==> src/rtl/tx_pmd_scrambler_serializer_pkg.sv <==
// Shared 100BASE-TX PMD definitions: 4B/5B control codes and the x^11+x^9+1 stream cipher.
// Used by both the transmit scrambler and the receive descrambler.
package pmd_100base_tx_pkg;

  typedef logic [4:0] code_t;

  localparam code_t CODE_IDLE = 5'b11111;
  localparam code_t CODE_J    = 5'b11000;
  localparam code_t CODE_K    = 5'b10001;
  localparam code_t CODE_T    = 5'b01101;
  localparam code_t CODE_R    = 5'b00111;

  localparam int LFSR_W = 11;
  localparam int TAP_A  = 10;
  localparam int TAP_B  = 8;

  localparam logic [LFSR_W-1:0] DEFAULT_SEED = 11'h7FF;

  function automatic logic lfsr_key(input logic [LFSR_W-1:0] s);
    return s[TAP_A] ^ s[TAP_B];
  endfunction

endpackage

==> src/rtl/tx_pmd_scrambler_serializer_if.sv <==
// Code-group handshake between the 4B/5B encoder (master) and the scrambler/serializer (slave).
interface tx_pmd_scrambler_serializer_if;
  import pmd_100base_tx_pkg::*;

  code_t in_code;
  logic  in_valid;
  logic  in_ready;

  modport master (output in_code, output in_valid, input in_ready);
  modport slave  (input in_code, input in_valid, output in_ready);

endinterface

==> src/rtl/tx_pmd_scrambler_serializer_lfsr.sv <==
// Free-running 11-bit PMD keystream generator; reloads SEED if it ever reaches the all-zero lock-up state.
module pmd_lfsr_keystream
  import pmd_100base_tx_pkg::*;
#(
  parameter logic [LFSR_W-1:0] SEED = DEFAULT_SEED
) (
  input  logic clock,
  input  logic reset,
  output logic key
);

  logic [LFSR_W-1:0] s;

  assign key = lfsr_key(s);

  always_ff @(posedge clock or posedge reset) begin
    if (reset) begin
      s <= SEED;
    end else if (s == '0) begin
      s <= SEED;
    end else begin
      s <= {s[LFSR_W-2:0], key};
    end
  end

endmodule

==> src/rtl/tx_pmd_scrambler_serializer.sv <==
// 100BASE-TX transmit stage: accepts 5-bit code groups, serializes MSB-first and scrambles
// into one registered NRZ bit per clock, inserting IDLE whenever the encoder has nothing ready.
module tx_pmd_scrambler_serializer
  import pmd_100base_tx_pkg::*;
#(
  parameter logic [LFSR_W-1:0] SEED      = DEFAULT_SEED,
  parameter code_t             IDLE_CODE = CODE_IDLE
) (
  input  logic                          clock,
  input  logic                          reset,
  tx_pmd_scrambler_serializer_if.slave  in_bus,
  input  logic                          scramble_enable,
  output logic                          NRZ,
  output logic                          underrun
);

  logic [2:0] bit_cnt;
  code_t      sr;
  logic       key;
  logic       load;

  pmd_lfsr_keystream #(.SEED(SEED)) u_lfsr (
    .clock (clock),
    .reset (reset),
    .key   (key)
  );

  // Ready depends only on the bit counter so the upstream encoder sees no combinational loop.
  assign load            = (bit_cnt == 3'd4);
  assign in_bus.in_ready = load;

  always_ff @(posedge clock or posedge reset) begin
    if (reset) begin
      bit_cnt  <= 3'd4;
      sr       <= IDLE_CODE;
      NRZ      <= 1'b0;
      underrun <= 1'b0;
    end else begin
      NRZ      <= sr[4] ^ (scramble_enable & key);
      underrun <= 1'b0;
      if (load) begin
        bit_cnt <= 3'd0;
        if (in_bus.in_valid) begin
          sr <= in_bus.in_code;
        end else begin
          sr       <= IDLE_CODE;
          underrun <= 1'b1;
        end
      end else begin
        sr      <= {sr[3:0], 1'b0};
        bit_cnt <= bit_cnt + 3'd1;
      end
    end
  end

endmodule

==> src/flat_wrapper.sv <==
// flat-port wrapper written by rule: the top's interface ports become plain ports
module tx_pmd_scrambler_serializer_flat import pmd_100base_tx_pkg::*;
#(
  parameter logic [LFSR_W-1:0] SEED      = DEFAULT_SEED,
  parameter code_t             IDLE_CODE = CODE_IDLE
)
  (clock, reset, scramble_enable, NRZ, underrun, in_bus_in_code, in_bus_in_valid, in_bus_in_ready);
  tx_pmd_scrambler_serializer_if in_bus_i ();
  input  logic clock;
  input  logic reset;
  input  logic scramble_enable;
  output logic NRZ;
  output logic underrun;
  input wire logic [$bits(in_bus_i.in_code)-1:0] in_bus_in_code;
  input wire logic [$bits(in_bus_i.in_valid)-1:0] in_bus_in_valid;
  output wire logic [$bits(in_bus_i.in_ready)-1:0] in_bus_in_ready;
  assign in_bus_i.in_code = in_bus_in_code;
  assign in_bus_i.in_valid = in_bus_in_valid;
  assign in_bus_in_ready = in_bus_i.in_ready;
  tx_pmd_scrambler_serializer #(.SEED(SEED), .IDLE_CODE(IDLE_CODE)) u_core (.clock(clock), .reset(reset), .in_bus(in_bus_i), .scramble_enable(scramble_enable), .NRZ(NRZ), .underrun(underrun));
endmodule
==> config.mk <==
export PLATFORM = sky130hd
export DESIGN_NAME = tx_pmd_scrambler_serializer_flat
export DESIGN_NICKNAME = d
export VERILOG_FILES = /design/src/rtl/tx_pmd_scrambler_serializer_pkg.sv /design/src/rtl/tx_pmd_scrambler_serializer_if.sv /design/src/rtl/tx_pmd_scrambler_serializer_lfsr.sv /design/src/rtl/tx_pmd_scrambler_serializer.sv /design/src/flat_wrapper.sv
export SDC_FILE = /design/constraint.sdc
export NUM_CORES = 1
export LEC_CHECK = 0
export CAP_MARGIN = 20
export CORE_UTILIZATION = 53
export CTS_CLUSTER_DIAMETER = 40
export CTS_CLUSTER_SIZE = 16
export DETAILED_ROUTE_END_ITERATION = 10
export DONT_BUFFER_PORTS = 1
export PLACE_DENSITY_LB_ADDON = 0.05
export SETUP_SLACK_MARGIN = 0.5
export SYNTH_ARGS = -nofsm -noshare
export SYNTH_HDL_FRONTEND = slang
export SYNTH_HIERARCHICAL = 1
export SYNTH_SLANG_ARGS = --single-unit
==> constraint.sdc <==
create_clock -name clock -period 1.6 [get_ports clock]
set_clock_uncertainty 0.15 [all_clocks]
set_input_delay 0.32 -clock clock [delete_from_list [all_inputs] [get_ports clock]]
set_output_delay 0.32 -clock clock [all_outputs]
set_load 0.05 [all_outputs]
-- Yosys cells after proc, flatten, opt, wreduce, memory -nomap -nowiden
Index checks and enable logic that the tools add are counted.
- add/subtract/negate cells: 1
- equality and inequality tests: 1
- multiplexer cells: 6
- bitwise operators: 3
- reduce and logical (&&, ||, !) cells: 1
- operators with widths (operator ; count):
    $logic_not A11 Y1 ; 1
    $mux W11 ; 1
    $mux W5 ; 2
    $add A3 B1 Y3 const B ; 1
    $eq A3 B3 Y1 const B ; 1
    $mux W3 ; 1
    $mux W1 ; 2
    $xor A1 B1 Y1 ; 2
    $and A1 B1 Y1 ; 1
- flip-flop bits (word level): 21
- logic and storage cells: 17

-- Depth between registers and ports, before layout
- depth after elaboration: 3
- gate-level depth with buffers: 5

-- Hierarchy
The synthesis kept the hierarchy.
- modules (own cells, without submodules) (module ; times used ; cells an instance ; area each (um^2) ; sequential area each (um^2)):
    pmd_lfsr_keystream ; 1 ; 41 ; 521.8 ; 289.0
    tx_pmd_scrambler_serializer ; 1 ; 37 ; 405.4 ; 257.7

-- Worst setup path before layout
Ideal clock, no wire load.
- path type: reg-to-reg
- start point: reg u_core.u_lfsr.s[5]
- end point: reg u_core.u_lfsr.s[0]
- arrival: 1.253 ns
- required time: 1.364 ns
- path slack: 0.111 ns
- cell stages (with the launch flop): 4
- path buffers: 1
- path through: dfstp_2 > or4_4 > buf_6 > o31ai_2
- word-level cells in the longest chain between the ends: 2
- RTL lines (what ; line ; RTL):
    start: declaration ; tx_pmd_scrambler_serializer_lfsr.sv:12 ; logic [LFSR_W-1:0] s;
    start signal: assignment ; tx_pmd_scrambler_serializer_lfsr.sv:22 ; s <= {s[LFSR_W-2:0], key};
    $logic_not A11 Y1 ; tx_pmd_scrambler_serializer_lfsr.sv:19 ; end else if (s == '0) begin
    $mux W11 ; tx_pmd_scrambler_serializer_lfsr.sv:19 ;
Every way passes these cells.

-- Worst setup path in the final report
- start point: reg u_core.bit_cnt[1]
- end point: out in_bus_in_ready
- word-level cells in the longest chain between the ends: 1
- RTL lines (what ; line ; RTL):
    start: declaration ; tx_pmd_scrambler_serializer.sv:17 ; logic [2:0] bit_cnt;
    start signal: assignment ; tx_pmd_scrambler_serializer.sv:51 ; bit_cnt <= bit_cnt + 3'd1;
    $eq A3 B3 Y1 ; tx_pmd_scrambler_serializer.sv:29 ; assign load = (bit_cnt == 3'd4);
    end: declaration ; flat_wrapper.sv:16 ; output wire logic [$bits(in_bus_i.in_ready)-1:0] in_bus_in_ready;
Every way passes these cells.

==> results.cfg <==
[run_status]
status = finished, violations left
violations = design-rule violations

[synthesis]
netlist.area_leader.share = 0.482
ys_warn_count = 6
avgSynthCellArea_um2 = 11.9
ys.flop_type = dfstp_2
yosys-top-cells-area = dfstp_2, o31ai_2, dfrtp_1, inv_1, a21oi_1
yosysTopAreaCell = dfstp_2
synthArstFlopShare = 1.00
seq_area_frac_synth = 0.590
synth-edff-count = 0
synthTopCellsByCount = inv_1, dfstp_2, o31ai_2, a21oi_1
synthesis.area_um2 = 927
synth.distinct_cells = 18
syn-num-nets = 89
netlist_instances = 78
yosysMostFrequentCell = inv_1
synth_seq_cells = 21

[sta]
slew_viol_final = 0
tightestPinTransition_ps = 402
min_period_ps = 1600
setup_violations = 0
max_freq_mhz = 626
rsz0062_at_grt = true
finalCritPeriodShare = 0.999
holdWs_ps = 18.0
max_slew_margin = 0.732
hold_viol_final = 0

[die]
dieArea_um2 = 1920
chipHeight_um = 43.8
coreArea_um2 = 1580
start_util = 0.588
die_x_um = 43.8
pin_count = 12
rows = 14

[clock_network]
cts-root-buf = clkbuf_4
cts.sinks = 21
h-tree-depth = 1
clk_pin_slew_worst_paths_ps = 110
cts_tree = done
max-clock-path-buffers = 2
clock_latency_ps = 300
cts-buffers-inserted = 3

[global_routing]
grt_pass1_vias = 619
overflow = 0
grt_usage = 0.238
grt_max_degree = 13
grt_pass1_wl_mm = 3.10
antenna_found_initial = 0

[setup_path]
crit_path_top_delay_cell = dfrtp_1
critPathMaxFanout = 6
reg2reg_slack_ps = 40
crit_arrival_ps = 1130
critPathMaxStageDelay_ps = 390
r2r-start = u_core/u_lfsr/s[2]
rr_worst_depth = 2
crit_chain = inv_2 > ha_4 > nand2_4 > clkinv_8
crit_type = reg -> out
worstSetupStartpointType = register
end_kind = output pin
worstPathRequired_ps = 1130
timing.rr.end = u_core/u_lfsr/s[6]

[placed_design]
dp_cells = 93
placed_area_um2 = 980
place.gp.congestion = 0.793
io_buffers = 0
hpwlAfterDp_mm = 1.08

[pwr]
irDropWorstVdd_v = 0.000455
power_density_nw_per_um2 = 654
p_leak_nw = 0.569

[drt]
final_antenna_net_count = 0
wl_per_cell_um = 17.1
drt_iter0_drc = 10
wl_met3_um = 47
drtPass1Iterations = 7
routed.top_layer = met4
num_vias = 625
vias_per_cell = 5.63
met2_length_um = 988
wl_met1_um = 822
drc = 1
wl_mm = 1.89

[final_layout]
antenna_cells = 0
fin_nets = 107
area_growth_pct = 37.0
fin_area_um2 = 1270
fill_cells = 90
drive_gt1_frac = 0.579
fin_cells = 111
utilization = 0.806

[min_path]
holdCritPathClass = in -> async

[job]
max_cap_viol_count = 0
-- stage by stage --
stage	power, mW	worst slack (ps)	setup TNS, ps
after CTS	0.836	-15.1	-15.1
after floorplan	0.567	111	0
after global placement	0.570	61.3	0
final	0.831	2.28	0
after detailed placement	0.571	26.3	0
after global routing	0.855	-41.9	-41.9
-- flip-flops by register name, indices dropped and copies added (netlist names) --
register,flops
u_core/u_lfsr/s,11
u_core/sr,5
u_core/bit_cnt,3
u_core/NRZ,1
u_core/underrun,1
-- area by class of cell --
| class | count | area, um^2 | area share |
|---|---|---|---|
| clock buffers | 3 | 22.5 | 0.0177 |
| clock inverters | 1 | 5.00 | 0.00394 |
| inverters | 21 | 91.3 | 0.0719 |
| multi-input cells | 34 | 439 | 0.346 |
| flip-flops and latches | 21 | 549 | 0.433 |
| well taps | 16 | 20.0 | 0.0158 |
| repair buffers | 15 | 143 | 0.112 |
-- cells by family (layout without fill, tap and decap cells) --
| logic type | count (synthesis) | in the layout | synth area share |
|---|---|---|---|
| fa+ha+maj | 2 | 2 | 0.0270 |
| mux | 1 | 1 | 0.0121 |
| xor+xnor | 2 | 2 | 0.0189 |
| buf+inv | 24 | 40 | 0.108 |
| compound gates | 20 | 20 | 0.197 |
| simple gates | 8 | 9 | 0.0472 |
| flops | 21 | 21 | 0.590 |
-- power breakdown --
group	internal [mW]	total (mW)	leakage [nW]	switching [mW]
logic	0.0170	0.0358	0.321	0.0188
clock network	0.0932	0.252	0.0177	0.159
registers	0.538	0.543	0.230	0.00560
-- worst max-delay path: cells and delay by family, from the launching register on --
kind	cells	cell delay, ps
adders and majority gates	1	170
buffers and inverters	2	160
and+or+nand+nor	1	100
DFF	1	390
-- worst max-delay path by stage --
stage / startpoint / endpoint / slack (ps) / depth (start not counted)
after floorplan: u_core/u_lfsr/s[5] / u_core/u_lfsr/s[0] / 110 / 3
after global placement: u_core/u_lfsr/s[5] / u_core/u_lfsr/s[10] / 60 / 2
after detailed placement: u_core/u_lfsr/s[5] / u_core/u_lfsr/s[6] / 30 / 2
after CTS: u_core/bit_cnt[0] / in_bus_in_ready / -20 / 4
after global routing: u_core/bit_cnt[1] / in_bus_in_ready / -40 / 4
final: u_core/bit_cnt[1] / in_bus_in_ready / 2 / 4
-- routing by layer --
metal	global-route usage	vias up
met2	0.382	14
met3	0.0375	4
met4	0.0938	0
met5	0	-
met1	0.325	313
li1	-	294
-- timing repair --
| item | 4_1_cts | 5_1_grt |
|---|---|---|
| pin swaps | 4 | 5 |
| resized for setup | 18 | 5 |
| gates cloned | 1 | 0 |
| hold endpoints to repair | 10 | 0 |
| endpoints found under the setup margin | 21 | 23 |
| buffers inserted | 4 | 2 |
| hold buffers | 7 | 0 |
-- cell usage in the layout, fill, tap and decap left out, drive strengths merged --
cell,Yosys,final
a21oi,5,5
a31oi,4,4
buf,3,8
clkbuf,0,3
clkinv,0,2
dfrtp,4,4
dfstp,17,17
dlygate4sd3,0,7
ha,2,2
inv,21,20
mux2,1,1
nand2,2,2
nor2,3,3
o31ai,11,11
or3,1,1
or4,2,3
xnor2,2,2
No activity file was read; power rests on OpenSTA's default activity.
